### config.mk
export PLATFORM = sky130hd
export DESIGN_NAME = mp_irq_responder
export DESIGN_NICKNAME = d
export VERILOG_FILES = /design/src/rtl/mp_irq_responder_pkg.sv /design/src/rtl/mp_rise_detect.sv /design/src/rtl/mp_irq_responder.sv
export SDC_FILE = /design/constraint.sdc
export NUM_CORES = 1
export LEC_CHECK = 0
export CAP_MARGIN = 20
export CORE_MARGIN = 4
export CORE_UTILIZATION = 55
export DETAILED_ROUTE_END_ITERATION = 8
export DONT_BUFFER_PORTS = 1
export GPL_TIMING_DRIVEN = 0
export PLACE_DENSITY = 0.8
export REMOVE_ABC_BUFFERS = 1
export SLEW_MARGIN = 20
export SYNTH_ARGS = -nofsm -noshare
export SYNTH_HDL_FRONTEND = slang
export SYNTH_HIERARCHICAL = 1
export SYNTH_SLANG_ARGS = --single-unit
### constraint.sdc
create_clock -name CLK -period 3.5 [get_ports CLK]
set_input_delay 0.7 -clock CLK [delete_from_list [all_inputs] [get_ports CLK]]
set_output_delay 0.7 -clock CLK [all_outputs]
set_load 0.05 [all_outputs]
### src/rtl/mp_irq_responder_pkg.sv
// Shared types and constants for the IRQ/ACK responder.
package mp_irq_responder_pkg;

    typedef enum logic [1:0] {
        ACK_IDLE,
        ACK_HIGH,
        ACK_GAP_ST
    } ack_state_t;

    localparam int STAT_W = 32;

endpackage

### src/rtl/mp_rise_detect.sv
// Registered rising-edge detector: evt is a one-cycle pulse, one cycle after
// din is first sampled high. A held-high input produces a single pulse.
module mp_rise_detect (
    input  logic CLK,
    input  logic RESETN,
    input  logic din,
    output logic evt
);

    logic prev;

    // Remember the last sample and flag a 0->1 transition.
    always_ff @(posedge CLK) begin
        if (!RESETN) begin
            prev <= 1'b0;
            evt  <= 1'b0;
        end else begin
            prev <= din;
            evt  <= din & ~prev;
        end
    end

endmodule

### src/rtl/mp_irq_responder.sv
// Consumer end of the IRQ/ACK retry protocol. Counts IRQ edges as pending
// work, hands it to a service engine, and returns one ACK pulse per serviced
// event. A retry with nothing pending and nothing queued replays one ACK.
// Optional statistics counters: define MP_IRQ_RESPONDER_STAT_EN.
module mp_irq_responder
    import mp_irq_responder_pkg::*;
#(
    parameter  int CMD_FIFO_DEPTH  = 64,
    parameter  int ACK_PULSE_WIDTH = 4,
    parameter  int ACK_GAP         = 2,
    localparam int CW              = $clog2(CMD_FIFO_DEPTH)
) (
    input  logic              CLK,
    input  logic              RESETN,
    input  logic              IRQ_IN,
    input  logic              RETRY_IN,
    output logic              SRV_VALID,
    input  logic              SRV_DONE,
    output logic              ACK_OUT,
    output logic [CW-1:0]     PENDING,
    output logic              OVERFLOW,
    output logic [STAT_W-1:0] STAT_RETRY,
    output logic [STAT_W-1:0] STAT_REPLAY
);

    localparam logic [CW-1:0] CNT_MAX  = CW'(CMD_FIFO_DEPTH - 1);
    localparam int            TMAX     = (ACK_PULSE_WIDTH > ACK_GAP) ? ACK_PULSE_WIDTH : ACK_GAP;
    localparam int            TW       = $clog2(TMAX + 1);
    localparam logic [TW-1:0] PW_LOAD  = TW'(ACK_PULSE_WIDTH - 1);
    localparam logic [TW-1:0] GAP_LOAD = TW'(ACK_GAP - 1);

    logic          irq_evt;
    logic          retry_evt;
    logic          done_acc;
    logic          launch;
    logic          replay;
    logic [CW-1:0] pending;
    logic [CW-1:0] credit;
    logic [CW:0]   credit_sum;
    logic [CW-1:0] credit_nxt;
    logic [TW-1:0] cnt;
    ack_state_t    state;

    mp_rise_detect u_irq_rise (
        .CLK    (CLK),
        .RESETN (RESETN),
        .din    (IRQ_IN),
        .evt    (irq_evt)
    );

    mp_rise_detect u_retry_rise (
        .CLK    (CLK),
        .RESETN (RESETN),
        .din    (RETRY_IN),
        .evt    (retry_evt)
    );

    // Service completions only count while work is being presented.
    assign done_acc = SRV_DONE & SRV_VALID;
    // An ACK starts whenever the FSM is idle and owes at least one.
    assign launch   = (state == ACK_IDLE) && (credit != '0);
    // Retry with nothing pending, owed, or in flight means the peer lost an ACK.
    assign replay   = retry_evt && (pending == '0) && (credit == '0) && (state == ACK_IDLE);

    // Net credit change; launch implies credit>=1 so the sum never underflows.
    always_comb begin
        credit_sum = {1'b0, credit} + (CW+1)'(done_acc) + (CW+1)'(replay) - (CW+1)'(launch);
        credit_nxt = (credit_sum > {1'b0, CNT_MAX}) ? CNT_MAX : credit_sum[CW-1:0];
    end

    // Pending work counter with sticky overflow; outputs registered from it.
    always_ff @(posedge CLK) begin
        if (!RESETN) begin
            pending   <= '0;
            OVERFLOW  <= 1'b0;
            SRV_VALID <= 1'b0;
            PENDING   <= '0;
        end else begin
            if (irq_evt && !done_acc) begin
                if (pending == CNT_MAX) OVERFLOW <= 1'b1;
                else                    pending  <= pending + CW'(1);
            end else if (done_acc && !irq_evt && pending != '0) begin
                pending <= pending - CW'(1);
            end
            SRV_VALID <= (pending != '0);
            PENDING   <= pending;
        end
    end

    // ACK credit: owed ACKs not yet launched.
    always_ff @(posedge CLK) begin
        if (!RESETN) credit <= '0;
        else         credit <= credit_nxt;
    end

    // ACK pulse generator; ACK_OUT is registered from the state, so it trails
    // the state by one cycle and is forced low by reset mid-pulse.
    always_ff @(posedge CLK) begin
        if (!RESETN) begin
            state   <= ACK_IDLE;
            cnt     <= '0;
            ACK_OUT <= 1'b0;
        end else begin
            ACK_OUT <= (state == ACK_HIGH);
            case (state)
                ACK_IDLE: begin
                    if (credit != '0) begin
                        state <= ACK_HIGH;
                        cnt   <= PW_LOAD;
                    end
                end
                ACK_HIGH: begin
                    if (cnt == '0) begin
                        state <= ACK_GAP_ST;
                        cnt   <= GAP_LOAD;
                    end else begin
                        cnt <= cnt - TW'(1);
                    end
                end
                ACK_GAP_ST: begin
                    if (cnt == '0) state <= ACK_IDLE;
                    else           cnt   <= cnt - TW'(1);
                end
                default: state <= ACK_IDLE;
            endcase
        end
    end

`ifdef MP_IRQ_RESPONDER_STAT_EN
    // Free-running, wrapping statistics of retries seen and ACKs replayed.
    always_ff @(posedge CLK) begin
        if (!RESETN) begin
            STAT_RETRY  <= '0;
            STAT_REPLAY <= '0;
        end else begin
            if (retry_evt) STAT_RETRY  <= STAT_RETRY + STAT_W'(1);
            if (replay)    STAT_REPLAY <= STAT_REPLAY + STAT_W'(1);
        end
    end
`else
    assign STAT_RETRY  = '0;
    assign STAT_REPLAY = '0;
`endif

endmodule

Yosys cells after proc, flatten, opt, wreduce, memory -nomap -nowiden --
Index checks and enable logic that the tools add are counted.
Storage, ports and cells: logic and storage cells 65, register bits after elaboration 30
Cells by class: equal/unequal tests 8, bitwise operators 5, reductions and logical operators 21, mux-type cells 12, add/sub/neg operators 6, order comparisons 1
Operator list (count):
- 6-bit 2-to-1 mux | 4
- 6-bit zero test | 2
- 6-bit nonzero test | 2
- 3-bit 2-to-1 mux | 3
- 3-bit case mux with 3 select lines | 1
- 6-bit by 1-bit adder with 7-bit output | 1
- 7-bit by 1-bit adder with 7-bit output | 1
- 7-bit by 6-bit greater-than comparator with 1-bit output, second input constant | 1
- 1-bit logical AND | 7
- 7-bit by 1-bit subtractor with 7-bit output | 1
- 6-bit by 1-bit adder with 6-bit output, second input constant | 1
- 6-bit equality test, second input constant | 1
- 2-bit 2-to-1 mux | 3
- 2-bit inequality test, second input constant | 3
- 2-bit case mux with 3 select lines | 1
- 3-bit AND reduction | 2
- 6-bit by 1-bit subtractor with 6-bit output, second input constant | 1
- 2-bit by 1-bit inequality test with 1-bit output, second input constant | 2
- 2-bit AND reduction | 2
- 1-bit AND | 3
- 3-bit zero test | 1
- 3-bit nonzero test | 1
- 3-bit by 1-bit subtractor with 3-bit output, second input constant | 1
- 2-bit by 1-bit equality test with 1-bit output, second input constant | 1
- 5 further kinds | 7

Longest topological paths before layout --
Gate-level depths: netlist of the first run.
word-level depth 8, gate-level depth with buffers 14, mapped depth without buffers 14

Cells and area by module --
Netlist of the first run, hierarchy kept.
By module, submodules not included:
- mp_irq_responder | cells each 233, area each 2059.5 um2, instances 1
- mp_rise_detect | cells each 4, area each 55.1 um2, instances 2

Worst setup path before layout of the first run --
No wires, ideal clock.
path type reg2reg, from reg credit[2], to reg credit[5], clock period less this slack 3227 ps, data required time 3360 ps, library setup time 140 ps, cell stages (with the launch flop) 15, path slack 273 ps, data arrival time 3086 ps, cells stage by stage dfxtp_1 inv_1 ha_1 nor4bb_1 and2_1 nand3_1 ha_1 fa_1 inv_1 fa_1 a211o_1 a31oi_1 o21bai_1 xnor2_1 a31oi_1
Between the ends: word-level cells in the longest chain between the ends 7, elaborated cells between the ends (all ways) 10
Ends and longest elaborated chain:
- from (decl) | RTL line mp_irq_responder.sv:38 | logic [CW-1:0] credit;
- from (signal assigned) | RTL line mp_irq_responder.sv:93 | else credit <= credit_nxt;
- branches (longest 4 deep; another with 6-bit by 1-bit adder with 7-bit output)
- 7-bit by 1-bit subtractor with 7-bit output (*) | RTL line mp_irq_responder.sv:67 | credit_sum = {1'b0, credit} + (CW+1)'(done_acc) + (CW+1)'(replay) - (CW+1)'(launch);
- 7-bit by 6-bit greater-than comparator with 1-bit output | RTL line mp_irq_responder.sv:68 | credit_nxt = (credit_sum > {1'b0, CNT_MAX}) ? CNT_MAX : credit_sum[CW-1:0];
- 6-bit 2-to-1 mux (*) | RTL line mp_irq_responder.sv:68
Every way passes the cells marked *. A chain may end at the register's enable or synchronous reset.

Worst setup path in the final report of the first run --
from reg pending[3], to reg credit[5]
Between the ends: word-level cells in the longest chain between the ends 8
Ends and longest elaborated chain:
- from (decl) | RTL line mp_irq_responder.sv:37 | logic [CW-1:0] pending;
- from (signal assigned) | RTL line mp_irq_responder.sv:81 | else pending <= pending + CW'(1);
- from (signal assigned) | RTL line mp_irq_responder.sv:83 | pending <= pending - CW'(1);
- 6-bit zero test (*) | RTL line mp_irq_responder.sv:63 | assign replay = retry_evt && (pending == '0) && (credit == '0) && (state == ACK_IDLE);
- 1-bit logical AND (*) (3 in a row) | RTL line mp_irq_responder.sv:63
- 7-bit by 1-bit adder with 7-bit output (*) | RTL line mp_irq_responder.sv:67
- 7-bit by 1-bit subtractor with 7-bit output (*) | RTL line mp_irq_responder.sv:67
- 7-bit by 6-bit greater-than comparator with 1-bit output | RTL line mp_irq_responder.sv:68
- 6-bit 2-to-1 mux (*) | RTL line mp_irq_responder.sv:68
Every way passes the cells marked *; elsewhere a longest branch is shown, timed or not.

==> results of run 1 <==
==> report_power, final <==
group	total [uW]	leakage (uW)	internal [uW]	switching, uW
clock	298	0.0000472	158	140
combinational	1270	0.000743	542	731
sequential	606	0.000249	450	156
==> stage by stage <==
step | std cells | total power [uW]
2_1_floorplan | 237 | 1520
3_3_place_gp | 285 | 1660
3_5_place_dp | 285 | 1700
4_1_cts | 293 | 2030
5_1_grt | 299 | 2360
6_report | 299 | 2180
==> sequential cells by signal (all words and copies together), names as in the netlist <==
signal,cells
u_irq_rise/evt,1
pending,6
OVERFLOW,1
SRV_VALID,1
cnt,3
u_irq_rise/prev,1
state,2
ACK_OUT,1
u_retry_rise/evt,1
u_retry_rise/prev,1
credit,6
PENDING,6
==> routing by layer <==
metal  global-route usage  routed length, um
met3               0.0611                382
met5                    0                  0
met2                0.230               1740
met1                0.171               1490
met4               0.0480                 36
==> layout by cell type (no fill, tap or decap), types with 4 or more instances in the layout <==
cell type  count
dfxtp_1       26
o21ai_1        4
nor2_1        14
clkbuf_8       6
buf_4          6
a21oi_1       14
inv_1         13
conb_1        64
and2_1         8
ha_1          16
nand2_1        4
xnor2_1        4
a31oi_1        4
==> cell families (layout without fill, tap and decap cells) <==
| logic type | after synthesis | count (layout) | share of synthesized area |
|---|---|---|---|
| compound gates | 43 | 43 | 0.137 |
| buf+inv | 83 | 30 | 0.258 |
| other cells | 1 | 64 | 0.00173 |
| simple gates | 52 | 52 | 0.146 |
| mux | 4 | 4 | 0.0208 |
| xor+xnor | 7 | 7 | 0.0283 |
| flops | 30 | 30 | 0.277 |
| fa+ha+maj | 21 | 21 | 0.131 |
==> path summary, 6_finish.rpt <==
kind | startpoint | to | slack [ns] | cells after the start
setup reg to reg | pending[3]$_SDFFE_PN0P_ | credit[5]$_SDFF_PN0_ | 0.11 | 12
hold / removal | u_retry_rise/prev$_SDFF_PN0_ | u_retry_rise/evt$_SDFF_PN0_ | 0.50 | 1
hold reg to reg | u_retry_rise/prev$_SDFF_PN0_ | u_retry_rise/evt$_SDFF_PN0_ | 0.50 | 1
setup / recovery | pending[3]$_SDFFE_PN0P_ | credit[5]$_SDFF_PN0_ | 0.11 | 12
==> repair_timing <==
item                       4_1_cts  5_1_grt
pin swaps                        0       13
gates resized for setup          2       18
setup endpoints to repair        6        6
hold buffers                     0        0
buffers inserted                 0        6
==> area by class of cell <==
type / count / area share
clock buffers: 6 / 0.0378
clock inverters: 2 / 0.00573
multi-input cells: 191 / 0.602
well taps: 48 / 0.0275
inverters: 16 / 0.0275
flip-flops and latches: 30 / 0.279
repair buffers: 6 / 0.0206
==> key figures, run 1 <==
Route
  – Drt drc: 0
  – DR vias/cell: 4.73
  – DRT Pass-1 Iters: 4
  – DR WL/cell: 12.2 um
  – Vias post-DR: 1415
  – Final wirelength: 3650 um
  – Remaining antenna violation count: 0
  – Initial DRC Count: 98

Timing
  – Final setup fails: 0
  – Hold Slack: 0.504 ns
  – Fmax: around 0.29 GHz
  – TNS Setup: 0 ns
  – Max-slew violation count: 0
  – Worst-margin pin slew: 0.551 ns
  – Period utilization: 0.969
  – Final clock skew: around 0.0071 ns
  – Final Hold Vio Count: 0
  – Slew HR: 0.632
  – Setup ws final: 0.108 ns
  – Tmin final: approximately 3.4 ns

Critical path
  – Critical path's slowest cell: or4_4
  – Slowest cell delay on critical path: 0.55 ns
  – WP data arrival: 3.55 ns
  – Critical Path End Type: flop
  – Worst endpoint required time: 3.66 ns
  – Critical path buffer and inverter count: 1
  – Top delay family on crit path: simple AND/OR/NAND/NOR gates
  – Most common cell on crit path: fa_2
  – Critical path class: flop to flop
  – Worst-path cell chain: or4_4 > nor3_4 > nand3_4 > ha_4 > fa_2 > inv_2 > fa_2 > a211o_1 > a31oi_2 > o21bai_2 > xnor2_2 > a31oi_1
  – CP max FO: 6
  – Worst setup SP type: flop

Global route
  – Largest net degree at the start of global routing: 17
  – Initial antenna violation count: 0
  – Vias in the first global route: 1277
  – Global-route wire length before repair: roughly 5700 um
  – Total gr overflow: 0
  – Total track usage: 0.143

Clock network
  – Num CTS Buffers: 5
  – Root Buffer: clkbuf_8
  – Clk slew on worst S/H paths: 0.07 ns
  – CTS max path bufs: 2
  – Clock Latency Late Sink: 0.29 ns
  – CTS H-Tree Depth: 2
  – Clock Sinks: 30
  – CTS tree: yes

Finish
  – Area Overhead vs Synth: 0.577%
  – Area of the multi-input gates: 1310 um^2
  – Share of cells above drive strength 1: 0.179
  – ANT cells: 0
  – Fillers: 329
  – Cell area after layout: 2180 um^2
  – Final net count: about 280
  – Reg area: a little over 600 um^2
  – Final core occ: 0.583

Yosys
  – Ys flop type: dfxtp_1
  – Number of synthesized flops with an enable pin: 0
  – Synth async-reset ratio: 0
  – Most frequent cell after synthesis: buf_4
  – Sequential share of the synthesized area: 0.277
  – Post-Syn Area per Cell: 9.00 um^2
  – FF+latch count, synth: 30
  – Yosys top cell by area: dfxtp_1
  – Syn. warnings: 6
  – Synth area leaders: dfxtp_1, buf_4, ha_1
  – Commonest cells post-synth: buf_4, dfxtp_1, ha_1
  – Yosys cell types: 48
  – Post-synth top area share: 0.277
  – Post-Synthesis Cells: between 200 and 250
  – Synthesized area: 2170 um^2

Placed design
  – Routability congestion estimate: around 0.88
  – Placed cell area: 1970 um^2
  – I/O Buffers: 0
  – Pre-CTS setup slack: -0.205 ns
  – DP HPWL: 2650 um

Die
  – Std-Cell Core Area: ~3700 um^2
  – FP Rows: 22
  – I/O pin total: 78
  – Die Span Y: slightly above 70 um
  – Die Wd: 70.8 um
  – Initial Util: 0.580
  – Die area: 5010 um^2

Power
  – Leak Pwr: 0.00104 uW
  – Pwr Density: between 900 and 1000 nW/um^2
  – Maximum vdd drop: 0.000558 V

Worst hold path
  – Worst Hold Class: flop to flop

Outcome
  – Status: complete, no violations

Job
  – Max-cap violation count: 0
No activity file was read; power rests on OpenSTA's default activity.
==> run 2: changes to the inputs <==
clock period = 3.85 ns   (was 3.5 ns; I/O delays follow)
==> key figures, run 2 (synthesized netlist as in run 1, its figures left out) <==
Outcome
  – Status: complete, no violations

Finish
  – Most frequent cells in the layout: conb_1, dfxtp_1, ha_1, inv_1
  – ANT cells: 0 (unchanged)
  – Reg area: 601 um^2 (-1.2%)
  – Cell area after layout: 2080 um^2 (-4.9%)
  – Area of the multi-input gates: 1260 um^2 (-4.1%)
  – Area Overhead vs Synth: -4.33%
  – Largest regs: PENDING: 6 flops, credit: 6 flops, pending: 6 flops
  – Fillers: 356 (+8.2%)
  – Commonest non-fill, non-tap cell in the layout: conb_1
  – Share of cells above drive strength 1: 0.0980 (-0.0813)
  – Final net count: 270 (-2.2%)

Placed design
  – Routability congestion estimate: 0.882 (unchanged)
  – Placed cell area: 1970 um^2 (unchanged)
  – I/O Buffers: 0 (unchanged)
  – DP HPWL: 2650 um (unchanged)

Die
  – Die area: 5010 um^2 (unchanged)
  – Std-Cell Core Area: 3740 um^2 (unchanged)
  – Die Wd: 70.8 um (unchanged)
  – Initial Util: 0.580 (unchanged)
  – Die Span Y: 70.8 um (unchanged)
  – I/O pin total: 78 (unchanged)
  – FP Rows: 22 (unchanged)

Global route
  – Global-route wire length before repair: 5640 um (-0.72%)
  – Vias in the first global route: 1273 (-0.31%)
  – Total track usage: 0.141 (-0.00151)
  – Total gr overflow: 0 (unchanged)
  – Largest net degree at the start of global routing: 17 (unchanged)
  – Initial antenna violation count: 0 (unchanged)

Critical path
  – WP data arrival: 3.63 ns (+0.08 ns)
  – Critical Path End Type: flop
  – Critical path class: flop to flop
  – R2R Path End: credit[5]$_SDFF_PN0_
  – Worst endpoint required time: 4.00 ns (+0.34 ns)
  – Worst R2R Setup Slack: 0.37 ns (+0.26 ns)
  – Worst setup SP type: flop
  – Worst reg-to-reg path cell count: 14 (+2)
  – CP max FO: 6 (unchanged)
  – R2r startpoint: credit[3]$_SDFF_PN0_

Power
  – Leak Pwr: 0.00100 uW (-3.5%)
  – Maximum vdd drop: 0.000497 V (-11%)
  – Pwr Density: 887 nW/um^2 (-11%)

Worst hold path
  – Hold Path Depth: 1 (unchanged)
  – Worst Hold Class: flop to flop
  – Hold EP: u_retry_rise/evt$_SDFF_PN0_
  – Hold path startpoint: u_retry_rise/prev$_SDFF_PN0_

Clock network
  – CTS H-Tree Depth: 2 (unchanged)
  – Post-CTS sizing: 0 (-2)
  – CTS max path bufs: 2 (unchanged)
  – Clock Latency Late Sink: 0.29 ns (about the same)
  – Clock Sinks: 30 (unchanged)
  – CTS tree: yes
  – Post-CTS Setup Bufs: 0 (unchanged)
  – Num CTS Buffers: 5 (unchanged)
  – Root Buffer: clkbuf_8
  – Clk slew on worst S/H paths: 0.07 ns (about the same)
  – Post-CTS Hold Buffers: 0 (unchanged)

Route
  – Drt drc: 0 (unchanged)
  – DR vias/cell: 4.72 (-0.19%)
  – DR WL/cell: 11.8 um (-3.7%)
  – DRT Pass-1 Iters: 4 (unchanged)
  – Initial DRC Count: 58 (-41%)
  – Remaining antenna violation count: 0 (unchanged)
  – Final wirelength: 3440 um (-5.6%)
  – Vias post-DR: 1384 (-2.2%)

Timing
  – RSZ-0062 raised after global routing: no
  – Period utilization: 0.904 (-0.0654)
  – Max-slew violation count: 0 (unchanged)
  – Slew HR: 0.630 (-0.00233)
  – Final setup fails: 0 (unchanged)
  – Tmin final: 3.48 ns (+0.0873 ns)
  – Final Hold Vio Count: 0 (unchanged)
  – Worst-margin pin slew: 0.554 ns (+0.00349 ns)
  – Fmax: 0.287 GHz (-2.5%)
  – Final clock skew: 0.00681 ns (-0.000290 ns)
  – TNS Setup: 0 ns (unchanged)

Job
  – Max-cap violation count: 0 (unchanged)
-- run 2: per-layer routing --
metal / vias to the layer above / track usage / part of all wire
met5: - / 0 / 0
met4: 0 / 0.0438 / 0.013
met3: 7 / 0.0597 / 0.091
met2: 64 / 0.233 / 0.48
met1: 634 / 0.167 / 0.41
li1: 679 / - / -
-- run 2: stage by stage --
step                      hold slack [ns]  std cells   util  setup slack (ns)  power [uW]
after CTS                           0.509        293  0.551             0.136        1820
final                               0.503        293  0.554             0.370        1840
after global placement              0.488        285  0.525             0.183        1510
after floorplan                     0.483        237      -             0.623        1390
after detailed placement            0.500        285  0.525             0.145        1550
after global routing                0.519        293  0.554            0.0883        2010
-- run 2: worst max-delay path by stage --
stage                              start                    to  slack (ns)  depth (start not counted)
floorplan           credit[2]$_SDFF_PN0_  credit[5]$_SDFF_PN0_        0.62                         14
global placement    credit[2]$_SDFF_PN0_  credit[5]$_SDFF_PN0_        0.18                         14
detailed placement  credit[3]$_SDFF_PN0_  credit[5]$_SDFF_PN0_        0.15                         14
CTS                 credit[3]$_SDFF_PN0_  credit[5]$_SDFF_PN0_        0.14                         14
global route        credit[3]$_SDFF_PN0_  credit[5]$_SDFF_PN0_        0.09                         14
finish              credit[3]$_SDFF_PN0_  credit[5]$_SDFF_PN0_        0.37                         14
-- run 2: layout make-up --
type / count / share of cell area
clock buffer: 6 / 0.0398
multi-input combinational: 191 / 0.607
tap: 48 / 0.0289
inverter: 16 / 0.0289
clock inverter: 2 / 0.00603
sequential: 30 / 0.289
-- run 2: critical path, cell delays in order (launching register included) --
cell      delay, ns
dfxtp_1        0.32
inv_1          0.08
ha_1           0.16
nor4bb_2       0.43
and2_1         0.26
nand3_1        0.10
ha_1           0.30
fa_1           0.18
inv_1          0.05
fa_1           0.41
a211o_1        0.31
a31oi_1        0.20
o21bai_1       0.12
xnor2_2        0.30
a31oi_1        0.13
-- run 2: report_power, final --
| group | leakage, uW | total [uW] | internal (uW) | switching [uW] |
|---|---|---|---|---|
| clock | 0.0000472 | 267 | 143 | 123 |
| sequential | 0.000248 | 541 | 405 | 136 |
| combinational | 0.000708 | 1030 | 412 | 622 |
| total | 0.00100 | 1840 | 960 | 882 |
